### src/rtl/fc_tx_sched_pkg.sv
// Shared constants, 8b/10b byte helper and scheduler state type for the FC TX word scheduler.
// Ordered-set words are big-endian, with the K28.5 comma in byte [31:24].
package fc_tx_sched_pkg;

    localparam logic [7:0] K28_5 = 8'hBC;

    // Dx.y data byte: y in bits [7:5], x in bits [4:0].
    function automatic logic [7:0] d_byte(input int unsigned x, input int unsigned y);
        return 8'(((y & 32'd7) << 5) | (x & 32'd31));
    endfunction

    localparam logic [31:0] IDLE_WORD = {K28_5, d_byte(21, 4), d_byte(21, 5), d_byte(21, 5)};
    localparam logic [31:0] RRDY_WORD = {K28_5, d_byte(21, 4), d_byte(10, 2), d_byte(10, 2)};

    localparam logic [3:0] K_FILL = 4'b1000;
    localparam logic [3:0] K_DATA = 4'b0000;

    typedef enum logic [1:0] {
        FILL  = 2'd0,
        FRAME = 2'd1,
        DRAIN = 2'd2
    } tx_sched_state_t;

endpackage

### src/rtl/fc_tx_sched_if.sv
// Avalon-ST frame word stream between the frame source and the TX scheduler.
// The scheduler is the slave; ready is its only output on this bus.
interface fc_tx_sched_if;

    logic [31:0] data;
    logic        valid;
    logic        ready;
    logic        startofpacket;
    logic        endofpacket;

    modport master (
        output data,
        output valid,
        output startofpacket,
        output endofpacket,
        input  ready
    );

    modport slave (
        input  data,
        input  valid,
        input  startofpacket,
        input  endofpacket,
        output ready
    );

endinterface

### src/rtl/fc_tx_sched_credit.sv
// Saturating up/down counter of outstanding R_RDY requests, with synchronous clear.
// Clear wins; a simultaneous increment and decrement leave the count unchanged.
module fc_tx_sched_credit #(
    parameter int W = 8
) (
    input  logic         clk,
    input  logic         reset_n,
    input  logic         clr_i,
    input  logic         inc_i,
    input  logic         dec_i,
    output logic [W-1:0] count_o
);

    localparam logic [W-1:0] COUNT_MAX = '1;

    logic [W-1:0] count_q;
    logic [W-1:0] count_d;

    always_comb begin
        count_d = count_q;
        if (clr_i) begin
            count_d = '0;
        end else if (inc_i && !dec_i && (count_q != COUNT_MAX)) begin
            count_d = count_q + 1'b1;
        end else if (dec_i && !inc_i && (count_q != '0)) begin
            count_d = count_q - 1'b1;
        end
    end

    always_ff @(posedge clk or negedge reset_n) begin
        if (!reset_n) begin
            count_q <= '0;
        end else begin
            count_q <= count_d;
        end
    end

    assign count_o = count_q;

endmodule

### src/rtl/fc_tx_sched.sv
// TX word scheduler: shares the single 32-bit TX slot between frames, R_RDY and IDLE fill,
// enforcing a minimum fill gap between frames and never breaking a frame once started.
module fc_tx_sched
    import fc_tx_sched_pkg::*;
#(
    parameter int MIN_FILL = 6,
    parameter int RRDY_W   = 8
) (
    input  logic              clk,
    input  logic              reset_n,
    input  logic              link_active,
    fc_tx_sched_if.slave      avtx,
    input  logic              rrdy_req,
    output logic [RRDY_W-1:0] rrdy_pending,
    output logic [31:0]       tx_data,
    output logic [3:0]        tx_datak,
    output logic              underrun,
    output logic              drop,
    output logic [31:0]       frames_sent
);

    localparam int GAP_W = (MIN_FILL < 1) ? 1 : $clog2(MIN_FILL + 1);
    localparam logic [GAP_W-1:0] GAP_MAX = GAP_W'(MIN_FILL);

    tx_sched_state_t state_q, state_d;
    logic [GAP_W-1:0] gap_q, gap_d;
    logic [31:0]      tx_data_q, tx_data_d;
    logic [3:0]       tx_datak_q, tx_datak_d;
    logic             underrun_q, underrun_d;
    logic             drop_q, drop_d;
    logic [31:0]      frames_q, frames_d;

    logic             ready_c;
    logic             rrdy_emit;
    logic             fill_rrdy;
    logic [31:0]      fill_data;
    logic             gap_full;
    logic [GAP_W-1:0] gap_step;

    fc_tx_sched_credit #(
        .W (RRDY_W)
    ) u_credit (
        .clk     (clk),
        .reset_n (reset_n),
        .clr_i   (!link_active),
        .inc_i   (rrdy_req),
        .dec_i   (rrdy_emit),
        .count_o (rrdy_pending)
    );

    always_comb begin
        state_d    = state_q;
        gap_d      = gap_q;
        tx_data_d  = IDLE_WORD;
        tx_datak_d = K_FILL;
        underrun_d = 1'b0;
        drop_d     = 1'b0;
        frames_d   = frames_q;
        ready_c    = 1'b0;
        rrdy_emit  = 1'b0;

        gap_full  = (gap_q == GAP_MAX);
        gap_step  = gap_full ? gap_q : gap_q + 1'b1;
        // R_RDY is never sent on a down link; the credit counter clears there anyway.
        fill_rrdy = link_active && (rrdy_pending != '0);
        fill_data = fill_rrdy ? RRDY_WORD : IDLE_WORD;

        case (state_q)
            FILL: begin
                if (link_active && avtx.valid && avtx.startofpacket && gap_full) begin
                    ready_c   = 1'b1;
                    tx_data_d = avtx.data;
                    gap_d     = '0;
                    if (avtx.endofpacket) begin
                        frames_d = frames_q + 32'd1;
                    end else begin
                        state_d = FRAME;
                    end
                end else begin
                    // Stray mid-frame words are flushed; an early SOP is held off.
                    ready_c   = avtx.valid && !avtx.startofpacket;
                    drop_d    = ready_c;
                    tx_data_d = fill_data;
                    rrdy_emit = fill_rrdy;
                    gap_d     = gap_step;
                end
            end

            FRAME: begin
                ready_c = 1'b1;
                if (!link_active) begin
                    drop_d  = avtx.valid;
                    gap_d   = gap_step;
                    state_d = (avtx.valid && avtx.endofpacket) ? FILL : DRAIN;
                end else if (!avtx.valid) begin
                    underrun_d = 1'b1;
                end else begin
                    tx_data_d  = avtx.data;
                    tx_datak_d = (avtx.startofpacket || avtx.endofpacket) ? K_FILL : K_DATA;
                    if (avtx.endofpacket) begin
                        state_d  = FILL;
                        frames_d = frames_q + 32'd1;
                    end
                end
            end

            DRAIN: begin
                ready_c   = 1'b1;
                drop_d    = avtx.valid;
                tx_data_d = fill_data;
                rrdy_emit = fill_rrdy;
                gap_d     = gap_step;
                if (avtx.valid && avtx.endofpacket) begin
                    state_d = FILL;
                end
            end

            default: begin
                state_d = FILL;
            end
        endcase
    end

    always_ff @(posedge clk or negedge reset_n) begin
        if (!reset_n) begin
            state_q    <= FILL;
            gap_q      <= '0;
            tx_data_q  <= IDLE_WORD;
            tx_datak_q <= K_FILL;
            underrun_q <= 1'b0;
            drop_q     <= 1'b0;
            frames_q   <= '0;
        end else begin
            state_q    <= state_d;
            gap_q      <= gap_d;
            tx_data_q  <= tx_data_d;
            tx_datak_q <= tx_datak_d;
            underrun_q <= underrun_d;
            drop_q     <= drop_d;
            frames_q   <= frames_d;
        end
    end

    assign avtx.ready  = ready_c;
    assign tx_data     = tx_data_q;
    assign tx_datak    = tx_datak_q;
    assign underrun    = underrun_q;
    assign drop        = drop_q;
    assign frames_sent = frames_q;

endmodule

### src/flat_wrapper.sv
// flat-port wrapper written by rule: the top's interface ports become plain ports
module fc_tx_sched_flat import fc_tx_sched_pkg::*;
#(
    parameter int MIN_FILL = 6,
    parameter int RRDY_W   = 8
)
  (clk, reset_n, link_active, rrdy_req, rrdy_pending, tx_data, tx_datak, underrun, drop, frames_sent, avtx_data, avtx_valid, avtx_startofpacket, avtx_endofpacket, avtx_ready);
  fc_tx_sched_if avtx_i ();
  input  logic clk;
  input  logic reset_n;
  input  logic link_active;
  input  logic rrdy_req;
  output logic [RRDY_W-1:0] rrdy_pending;
  output logic [31:0] tx_data;
  output logic [3:0] tx_datak;
  output logic underrun;
  output logic drop;
  output logic [31:0] frames_sent;
  input wire logic [$bits(avtx_i.data)-1:0] avtx_data;
  input wire logic [$bits(avtx_i.valid)-1:0] avtx_valid;
  input wire logic [$bits(avtx_i.startofpacket)-1:0] avtx_startofpacket;
  input wire logic [$bits(avtx_i.endofpacket)-1:0] avtx_endofpacket;
  output wire logic [$bits(avtx_i.ready)-1:0] avtx_ready;
  assign avtx_i.data = avtx_data;
  assign avtx_i.valid = avtx_valid;
  assign avtx_i.startofpacket = avtx_startofpacket;
  assign avtx_i.endofpacket = avtx_endofpacket;
  assign avtx_ready = avtx_i.ready;
  fc_tx_sched #(.MIN_FILL(MIN_FILL), .RRDY_W(RRDY_W)) u_core (.clk(clk), .reset_n(reset_n), .link_active(link_active), .avtx(avtx_i), .rrdy_req(rrdy_req), .rrdy_pending(rrdy_pending), .tx_data(tx_data), .tx_datak(tx_datak), .underrun(underrun), .drop(drop), .frames_sent(frames_sent));
endmodule
### config.mk
export PLATFORM = sky130hd
export DESIGN_NAME = fc_tx_sched_flat
export DESIGN_NICKNAME = d
export VERILOG_FILES = /design/src/rtl/fc_tx_sched_pkg.sv /design/src/rtl/fc_tx_sched_if.sv /design/src/rtl/fc_tx_sched_credit.sv /design/src/rtl/fc_tx_sched.sv /design/src/flat_wrapper.sv
export SDC_FILE = /design/constraint.sdc
export NUM_CORES = 1
export LEC_CHECK = 0
export CORE_MARGIN = 2
export CORE_UTILIZATION = 47
export DETAILED_ROUTE_END_ITERATION = 8
export PLACE_DENSITY = 0.87
export SLEW_MARGIN = 40
export SYNTH_ARGS = -nofsm -noshare
export SYNTH_HDL_FRONTEND = slang
export SYNTH_HIERARCHICAL = 1
export SYNTH_SLANG_ARGS = --single-unit
### constraint.sdc
create_clock -name clk -period 3.7 [get_ports clk]
set_input_delay 0.37 -clock clk [delete_from_list [all_inputs] [get_ports clk]]
set_output_delay 0.37 -clock clk [all_outputs]
set_load 0.01 [all_outputs]
[After elaboration in Yosys (flattened, before gate mapping)]
Cells that the tools add are included.
Word-level totals
  register bits: 83
  bits of input ports: 39
  logic and storage cells: 86
Cells by class
  $add $sub $neg: 4
  equal/unequal tests: 13
  multiplexer cells: 39
  reductions and logical operators: 22
Operators by type and width (count)
  $mux 32: 7
  $pmux 32 s3: 1
  $pmux 32 s2: 1
  $add 32x1->32 const B: 1
  $mux 8: 3
  $mux 16: 1
  $mux 4: 4
  $mux 2: 7
  $logic_and 1x1->1: 10
  $mux 3: 3
  $pmux 3 s3: 1
  $add 8x1->8 const B: 1
  $ne 2x2->1 const B: 4
  $ne 8x8->1 const B: 1
  $reduce_bool 8->1: 1
  $sub 8x1->8 const B: 1
  $mux 1: 7
  $ne 3x3->1 const B: 2
  $pmux 2 s3: 1
  $reduce_and 5->1: 1
  $ne 2x1->1 const B: 2
  $pmux 1 s2: 2
  $reduce_and 4->1: 1
  $add 3x1->3 const B: 1
  12 further kinds: 14

[Logic depth before layout (Yosys ltp)]
  word-level depth: 10
  depth in mapped cells: 16
  mapped depth without buffers: 15

[Modules after synthesis]
Netlist, hierarchy kept.
By module, submodules not included
  fc_tx_sched: times used 1, cells an instance 305, area each 3215.6 µm², seq. area each 1826.8 µm²
  fc_tx_sched_credit: times used 1, cells an instance 76, area each 685.7 µm², seq. area each 200.2 µm²

[Worst setup path after synthesis]
OpenSTA, ideal clock, no wires.
  kind: register -> register
  from: register u_core.gap_q[0]
  to: register u_core.u_credit.count_q[7] (netlist: u_core/u_credit/count_o[7])
  setup time: 124 ps
  data arrival time: 2918 ps
  setup slack: 658 ps
  stages on the path, launching flop included: 16
  buffers on the path: 1
  path through: dfrtp_1 inv_1 ha_1 nand4_2 or2_1 clkbuf_1 a21oi_1 nor2_1 nor2b_1 o21ai_2 ha_1 a211oi_1 a2bb2oi_1 a21oi_1 o21bai_1 a211o_1
Between the ends
  word-level cells in the longest chain between the ends: 9
  elaborated cells between the ends (all ways): 12
  classes of those cells: eq/ne (2); mux (4); reduce/logical (6)
Ends and longest elaborated chain
  from (decl): line fc_tx_sched.sv:26  | logic [GAP_W-1:0] gap_q, gap_d;
  from (signal assigned): line fc_tx_sched.sv:135  | gap_q <= gap_d;
  $eq 3x3->1 (*): line fc_tx_sched.sv:62  | gap_full = (gap_q == GAP_MAX);
  $logic_and 1x1->1 (*): line fc_tx_sched.sv:70  | if (link_active && avtx.valid && avtx.startofpacket && gap_full) begin
  $mux 1 (*): line fc_tx_sched.sv:70
  $pmux 1 s2 (*): line fc_tx_sched.sv:68  | case (state_q)
  named net u_core.rrdy_emit: line fc_tx_sched.sv:34  | logic rrdy_emit;
  $logic_not 1->1: line fc_tx_sched_credit.sv:23  | end else if (inc_i && !dec_i && (count_q != COUNT_MAX)) begin
  $logic_and 1x1->1 (2 in a row): line fc_tx_sched_credit.sv:23
  $mux 8: line fc_tx_sched_credit.sv:23
  $mux 8: line fc_tx_sched_credit.sv:21  | if (clr_i) begin
  to (signal assigned): line fc_tx_sched_credit.sv:34  | count_q <= count_d;
  to (decl): line fc_tx_sched_credit.sv:16  | logic [W-1:0] count_q;
Mark *: on every way through the listed nets, which the timed path passes. The rest lies on a longest branch.
A chain may end at the register's enable or synchronous reset.

[Final worst setup path]
Same ends and word-level chain as after synthesis.

==> metrics.csv <==
stage;metric;value;unit
die;ioPinCount;118;
detailed_routing;ant_nets;0;
clocking;hold_buffers;0;
synth;avgSynthCellArea;10.24;um^2
sta;post-route-period-util;89.84;%
sta;slew_violations;0;
finish;fin_util;65.67;%
sta;hold_viol;0;
synth;synth_warnings;6;
pwr;finalPower;3.580;mW
die;rows;33;
sta;setup_ws;0.3760;ns
synth;netlist_instances;381;
sta;rsz0062_at_grt;no;
synth;seq_area_frac_synth;51.96;%
synth;yosys_most_used_dff;dfrtp_1;
placed_design;dpl.cell_count;589;
sta;max_freq;300.8;MHz
pwr;seq_power_share;36.8;%
setup_path;worstPathRequired;3.92;ns
finish;area_delta_synth_final;36.91;%
global_routing;grt_pass1_vias;3088;
synth;synth_common_cells;61 x nand2_1, 60 x dfrtp_1, 26 x nor2_1, 20 x dfstp_2;
setup_path;crit_type;flop to flop;
setup_path;path_max_fanout;10;
die;die_y;95.11;um
placed_design;placement.io_buffers;114;
placed_design;dp_slack;0.2121;ns
clocking;clk_latency;0.34;ns
detailed_routing;drcViolationCount;0;
detailed_routing;post_drt_wl_per_cell;15.05;um
pwr;ir_drop;0.4288;mV
run;maxCapViolations;0;
pwr;pwr-share-comb;42.9;%
placed_design;place_area;5110;um^2
synth;ys_async_sr_fraction;100.0;%
detailed_routing;drt_iter0_markers;135;
setup_path;arrival;3.55;ns
die;die_area;9045;um^2
clocking;post_cts.repair.setup_buffers;0;
hold_path;min_path_type;primary input to async pin;
sta;layout_min_cycle_time;3.324;ns
clocking;cts_resized;0;
pwr;p_sw_share;35.01;%
global_routing;antenna_found_initial;0;
sta;setup_viol;0;
detailed_routing;drt-total-wl;9103;um
clocking;root_buffer;clkbuf_8;
global_routing;grtUsageTotal;20.28;%
sta;slew_headroom;51.46;%
placed_design;hpwlAfterDp;6650;um
synth;synth.area.top_cells;dfrtp_1 38%, dfstp_2 13%, nand2_1 5.9%;
synth;yosysTopAreaCellShare;38.49;%
sta;tns;0;ns
pwr;switchingPower;1.253;mW
setup_path;crit_path_end_kind;flop;
pwr;power_density;670.2;nW/um^2
pwr;intPower;2.327;mW
global_routing;grt_pass1_wl;14390;um
synth;yosysTopAreaCell;dfrtp_1;
detailed_routing;drt_pass1_iterations;5;
die;fp.dieW;95.11;um
synth;synth-seq-cells;80;
setup_path;cp_slowest_cell;dfrtp_1;
synth;synth_most_common_cell;nand2_1;
synth;syn_area;3901;um^2
global_routing;overflow;0;
finish;nets;548;
detailed_routing;num_vias;3235;
sta;holdWs;0.04018;ns
clocking;cts_buffer_depth;2;
status;status;complete, no violations;
setup_path;critical_path.startpoint_type;flop;
global_routing;grt_max_degree;81;
sta;finClkSkew;0.01156;ns
die;start_util;47.96;%
finish;fin_area;5341;um^2
setup_path;critPathMaxStageDelay;0.42;ns
sta;tightest_slew;0.7266;ns
placed_design;gp_congestion;0.9071;
clocking;cts_tree;done;
synth;synth-edff-count;0;
finish;stdcell_count;605;
finish;layout-drive-gt1-share;11.20;%
pwr;leakage;2.358;nW
clocking;clk_pin_slew_worst_paths;0.08;ns
clocking;htreeDepth;3;
synth;synth.distinct_cells;60;
finish;num_antenna_cells;0;
clocking;cts_made_buffers;9;
die;core-area;8134;um^2
setup_path;crit_chain;inv_1, ha_1, nand4_2, or2_1, a21oi_1, nor2_1, nor2b_1, o21ai_2, ha_1, a211oi_1, a2bb2oi_1, a21oi_1, o21bai_1, a211o_1;
pwr;p_clk_share;20.3;%
setup_path;ff2ff_setup_slack;0.38;ns
detailed_routing;viasPerCell;5.347;
clocking;cts.sinks;80;
## logic make-up after synthesis
group	Yosys count	synth area share [%]
buffers and inverters	27	3.303
AOI/OAI and AO/OA	60	10.07
other	1	0.09612
adders and majority gates	14	4.683
DFF	80	51.96
and+or+nand+nor	164	21.90
xor gates and xnor gates	33	7.408
muxes	2	0.5773
## final cells by class
cell class	count	area, um^2
Fill cell	648	2793
Sequential cell	80	2027
Multi-Input combinational cell	276	1757
Timing Repair Buffer	115	1150
Clock buffer	10	137.6
Tap cell	105	131.4
Clock inverter	6	90.09
Inverter	13	48.80
## sequential cells by signal, indices dropped and copies added (netlist names)
signal and flops:
u_core/drop 1, u_core/tx_datak 1, u_core/frames_sent 32, u_core/state_q 2, u_core/gap_q 3, u_core/tx_data 32, u_core/u_credit/count_o 8, u_core/underrun 1
## layout by cell type, fill, tap and decap left out, drive strengths merged, types with 11 or more instances in the layout
cell type,netlist,routed
xor2,16,16
dfstp,20,20
nand2,61,61
nand4,12,12
xnor2,17,17
dfrtp,60,60
nand3,11,11
nor2,26,26
o21ai,18,18
clkdlybuf4s50,0,113
inv,13,15
a21oi,13,13
ha,13,13
## worst paths after layout
| check | end | depth (start not counted) | startpoint |
|---|---|---|---|
| setup reg to reg | u_core/u_credit/count_o[7] | 14 | u_core/gap_q[0] |
| setup / recovery | u_core/u_credit/count_o[7] | 14 | u_core/gap_q[0] |
| hold reg to reg | u_core/frames_sent[31] | 1 | u_core/frames_sent[31] |
| min in group clk | u_core/frames_sent[31] | 1 | u_core/frames_sent[31] |
| hold / removal | u_core/u_credit/count_o[0] | 1 | reset_n |
| max in group asynchronous | u_core/gap_q[0] | 1 | reset_n |
## power by group through the flow
stage                     Sequential, mW  Clock, mW  Combinational, mW
after floorplan                     1.40          0              0.817
after global placement              1.32          0               1.48
after detailed placement            1.33          0               1.52
after CTS                           1.32      0.747               1.53
after global routing                1.34      0.788               1.69
final                               1.32      0.727               1.54
## per-layer routing
layer | track usage [%] | wire [um]
met4 | 7.367 | 133
met1 | 26.31 | 3907
met2 | 33.45 | 4443
met3 | 4.427 | 618
met5 | 0 | 0
## worst max-delay path: cells and delay by family, from the launching register on
kind,cells,cell delay [ns]
AO/OA/AOI/OAI,7,1.43
flip-flops,1,0.42
adder cells (fa/ha/maj),2,0.61
buffers and inverters,1,0.07
AND/OR/NAND/NOR,4,0.68
No activity file was read; power rests on OpenSTA's default activity.
